## src/rtl/memory.sv

```systemverilog
// ---------------------------------------------------------------------------
// memory
// Single-port register-file memory with one shared address. Reads are
// registered (1-cycle latency) and read-before-write on a same-cycle read and
// write. Out-of-range reads return zero and out-of-range writes are dropped.
// The asynchronous active-low reset clears every word and the read register
// immediately.
// ---------------------------------------------------------------------------
module memory #(
    parameter int DATA_WIDTH = 8,
    parameter int ADDR_WIDTH = 8,
    parameter int DEPTH      = 256
) (
    input  logic                  clk,
    input  logic                  rst_n,
    input  logic                  mem_read,
    input  logic                  mem_write,
    input  logic [ADDR_WIDTH-1:0] address,
    input  logic [DATA_WIDTH-1:0] input_data,
    output logic [DATA_WIDTH-1:0] output_data
);

    // DEPTH widened by one bit so that DEPTH == 2**ADDR_WIDTH is representable.
    localparam logic [ADDR_WIDTH:0] DEPTH_W = DEPTH[ADDR_WIDTH:0];

    logic [DATA_WIDTH-1:0] mem_r [DEPTH];
    logic [DATA_WIDTH-1:0] data_r;
    logic                  in_range_s;
    logic                  wr_en_s;
    logic                  rd_en_s;

    // Decode address range and qualify the enables.
    always_comb begin
        in_range_s = 1'b0;
        wr_en_s    = 1'b0;
        rd_en_s    = 1'b0;
        if ({1'b0, address} < DEPTH_W) begin
            in_range_s = 1'b1;
        end else begin
            in_range_s = 1'b0;
        end
        wr_en_s = mem_write & in_range_s;
        rd_en_s = mem_read;
    end

    // Storage array: cleared on reset, written on a qualified write.
    always_ff @(posedge clk or negedge rst_n) begin
        if (!rst_n) begin
            for (int i = 0; i < DEPTH; i++) begin
                mem_r[i] <= {DATA_WIDTH{1'b0}};
            end
        end else if (wr_en_s) begin
            mem_r[address] <= input_data;
        end
    end

    // Read register: samples the old word (read-before-write), zero when out
    // of range, holds when no read is requested.
    always_ff @(posedge clk or negedge rst_n) begin
        if (!rst_n) begin
            data_r <= {DATA_WIDTH{1'b0}};
        end else if (rd_en_s) begin
            if (in_range_s) begin
                data_r <= mem_r[address];
            end else begin
                data_r <= {DATA_WIDTH{1'b0}};
            end
        end
    end

    assign output_data = data_r;

endmodule

```

## config.mk

```make
export PLATFORM = sky130hd
export DESIGN_NAME = memory
export DESIGN_NICKNAME = d
export VERILOG_FILES = /design/src/rtl/memory.sv
export SDC_FILE = /design/constraint.sdc
export NUM_CORES = 2
export LEC_CHECK = 0
export BUFFER_PORTS_ARGS = -buffer_cell sky130_fd_sc_hd__buf_2
export CORE_MARGIN = 2
export CORE_UTILIZATION = 58
export DETAILED_ROUTE_END_ITERATION = 16
export HOLD_SLACK_MARGIN = 0.15
export PLACE_DENSITY = 0.86
export SYNTH_ARGS = -nofsm -noshare
export SYNTH_HDL_FRONTEND = slang
export SYNTH_SLANG_ARGS = --single-unit
```

## constraint.sdc

```tcl
create_clock -name clk -period 2.1 [get_ports clk]
set_clock_uncertainty 0.1 [all_clocks]
set_input_delay 0.21 -clock clk [delete_from_list [all_inputs] [get_ports clk]]
set_output_delay 0.21 -clock clk [all_outputs]
set_load 0.01 [all_outputs]
```

==> results.json <==
{
  "grt.overflow.total": 0,
  "place_area_um2": 106000,
  "yosys.area_share.adder": 0,
  "hpwl_mm": 191,
  "syn_area_um2": 94600,
  "grt_max_degree": 85,
  "timing.rr.end": "output_data[5]",
  "cts.clk_slew.worst_paths_ps": 60,
  "hold_depth": 7,
  "start_util": 0.583,
  "slew_violations": 0,
  "p_leak_nw": 54.1,
  "min_to": "output_data[1]",
  "synth_compound_area_frac": 0.0193,
  "clkLatencyLatePin_ps": 880,
  "grtUsageMet3": 0.0995,
  "rows": 148,
  "reg2reg_from": "mem_r[493]",
  "synth_common_cells": "dfrtp_1 (2056), mux2_2 (1941), mux4_2 (485)",
  "synth_top_family_by_area": "multiplexers",
  "crit_type": "reg -> reg",
  "drive_above_1_share": 0.575,
  "synth_nets": 6113,
  "ff2ff_setup_slack_ps": -560,
  "die_w_um": 408,
  "antenna_found_initial": 17,
  "status": "complete, but fails checks",
  "synth-edff-count": 0,
  "antenna_left": 0,
  "ys_seq_area_frac": 0.544,
  "cp-end-kind": "flop",
  "worstPathArrival_ps": 3310,
  "max_slew_margin": 0.257,
  "synth_cell_type_count": 72,
  "required_ps": 2750,
  "drc_errors": 0,
  "synthCells": 6093,
  "synth-seq-cells": 2056,
  "yosysTopAreaCell": "dfrtp_1",
  "design_area_um2": 113000,
  "setup_ws_ps": -561,
  "setup_viol": 22,
  "synth.top_cells.by_area": "dfrtp_1 (54%), mux2_2 (23%), mux4_2 (12%)",
  "hp-class": "in -> reg",
  "htreeDepth": 4,
  "synthXorXnorAreaFrac": 0,
  "maxCapViolations": 0,
  "worst_pin_slew_ps": 1110,
  "firstDrtPassIters": 6,
  "grt_use_met2": 0.535,
  "synth_area_per_cell_um2": 15.5,
  "cts_made_buffers": 198,
  "grt_most_used_layer": "met2",
  "synth_warnings": 0,
  "gp_congestion": 0.950,
  "synthArstFlopShare": 1.00,
  "fin_nets": 6812,
  "avgRoutedWirePerCell_um": 31.9,
  "via_count": 61800,
  "worstPathMaxFanout": 2,
  "startpoint_type": "flop",
  "synth-simple-area-share": 0.0358,
  "cts_tree": "done",
  "area_growth_syn_to_layout_pct": 19.8,
  "drt-initial-drc-count": 6702,
  "ys.flop_type": "dfrtp_1",
  "grt_util_met1": 0.452,
  "fmax_mhz": 376,
  "grt_usage": 0.352,
  "finalHoldViolations": 0,
  "fin_crit_sh": 1.27,
  "total_power_mw": 88.6,
  "ios": 28,
  "violations": "setup timing",
  "synth_top_area_frac": 0.544,
  "die_area_um2": 166000,
  "avgViaCountPerCell": 6.77,
  "hold_start": "address[7]",
  "synthMuxAreaShare": 0.376,
  "clock_tree.root_cell": "clkbuf_16",
  "rsz0062_at_grt": "true",
  "reg2reg_depth": 8,
  "synth_most_common_cell": "dfrtp_1",
  "ir_worst_vdd_uv": 858,
  "pwr_density_cell_nw_per_um2": 781,
  "fp.dieH_um": 408,
  "wirelength_mm": 292,
  "grt_pass1_wl_mm": 438,
  "min_period_ps": 2660,
  "io_buffers": 27,
  "cts_buffer_depth": 3,
  "cts_sinks": 2056,
  "core_um2": 162000,
  "grt_pass1_vias": 66100
}
==> worst max-delay path: stages (launching register included) <==
cell and delay, ps:
dfrtp_1 410, mux4_2 500, nor2_2 130, nor4_1 50, or4_4 570, nor3_4 230, buf_6 140, a31oi_4 80
or3_1 340
==> per-stage QoR <==
stage | TNS (ps) | std cells | setup WS, ps | utilization | hold WS [ps]
after global placement | -1167760 | 8746 | -1370 | 0.651 | 144
after global routing | -2200 | 9125 | -579 | 0.698 | 227
after floorplan | -34680 | 6093 | -128 | - | -186
final | -2130 | 9130 | -561 | 0.698 | 198
after CTS | -1730 | 9124 | -518 | 0.697 | 164
after detailed placement | -1226860 | 8746 | -1300 | 0.651 | 150
==> cell families after synthesis <==
| group | after synthesis |
|---|---|
| flops | 2056 |
| simple gates | 633 |
| mux | 2690 |
| buf+inv | 460 |
| compound gates | 254 |
==> repair_timing <==
item,CTS,global route
hold buffers,21,0
pin swaps,27,16
gates resized for setup,105,28
endpoints found under the setup margin,8,92
buffers inserted,3,1
hold endpoints to repair,2588,0
==> area by class of cell <==
type / count / area, µm²
well taps: 2175 / 2720
repair buffers: 956 / 10500
inverters: 3 / 16.3
clock inverters: 67 / 833
multi-input cells: 3577 / 42000
flip-flops and latches: 2056 / 51400
clock buffers: 291 / 5940
diodes: 5 / 12.5
fillers: 9413 / 49000
==> worst max path at each step <==
stage / start / endpoint / slack (ps)
3_3_place_gp: address[0] / output_data[1] / -1370
3_5_place_dp: address[1] / output_data[6] / -1300
4_1_cts: mem_r[509] / output_data[5] / -520
6_report: mem_r[493] / output_data[5] / -560
5_1_grt: mem_r[509] / output_data[5] / -580
2_1_floorplan: address[5] / mem_r[104] / -130
==> registers in the layout (all words and copies together) (netlist names) <==
name,cells
mem_r,2048
output_data,8
==> report_power, final <==
part           internal, mW  total, mW  switching, mW
registers              41.5       42.6           1.12
logic                  3.98       8.80           4.82
clock network          21.2       37.2           16.0
==> routing by layer <==
layer  wire [µm]  share of wire
met4       20500          0.070
met2      134000           0.46
met5         152        0.00052
met3       30900           0.11
met1      106000           0.36
==> cell usage in the layout (no fill, tap or decap), drive strengths merged, types with 13 or more instances in the layout <==
cell type,n
mux2,2059
nand2,265
a22oi,40
nor2b,15
mux2i,146
nand3,43
nand4,13
dfrtp,2056
buf,927
a32oi,34
dlygate4sd3,21
a21oi,31
clkbuf,299
nor3,17
a31oi,15
o21ai,28
clkinv,45
mux4,485
o22ai,32
bufinv,13
nor2,216
Note: power is estimated with default switching activity, not from simulation.
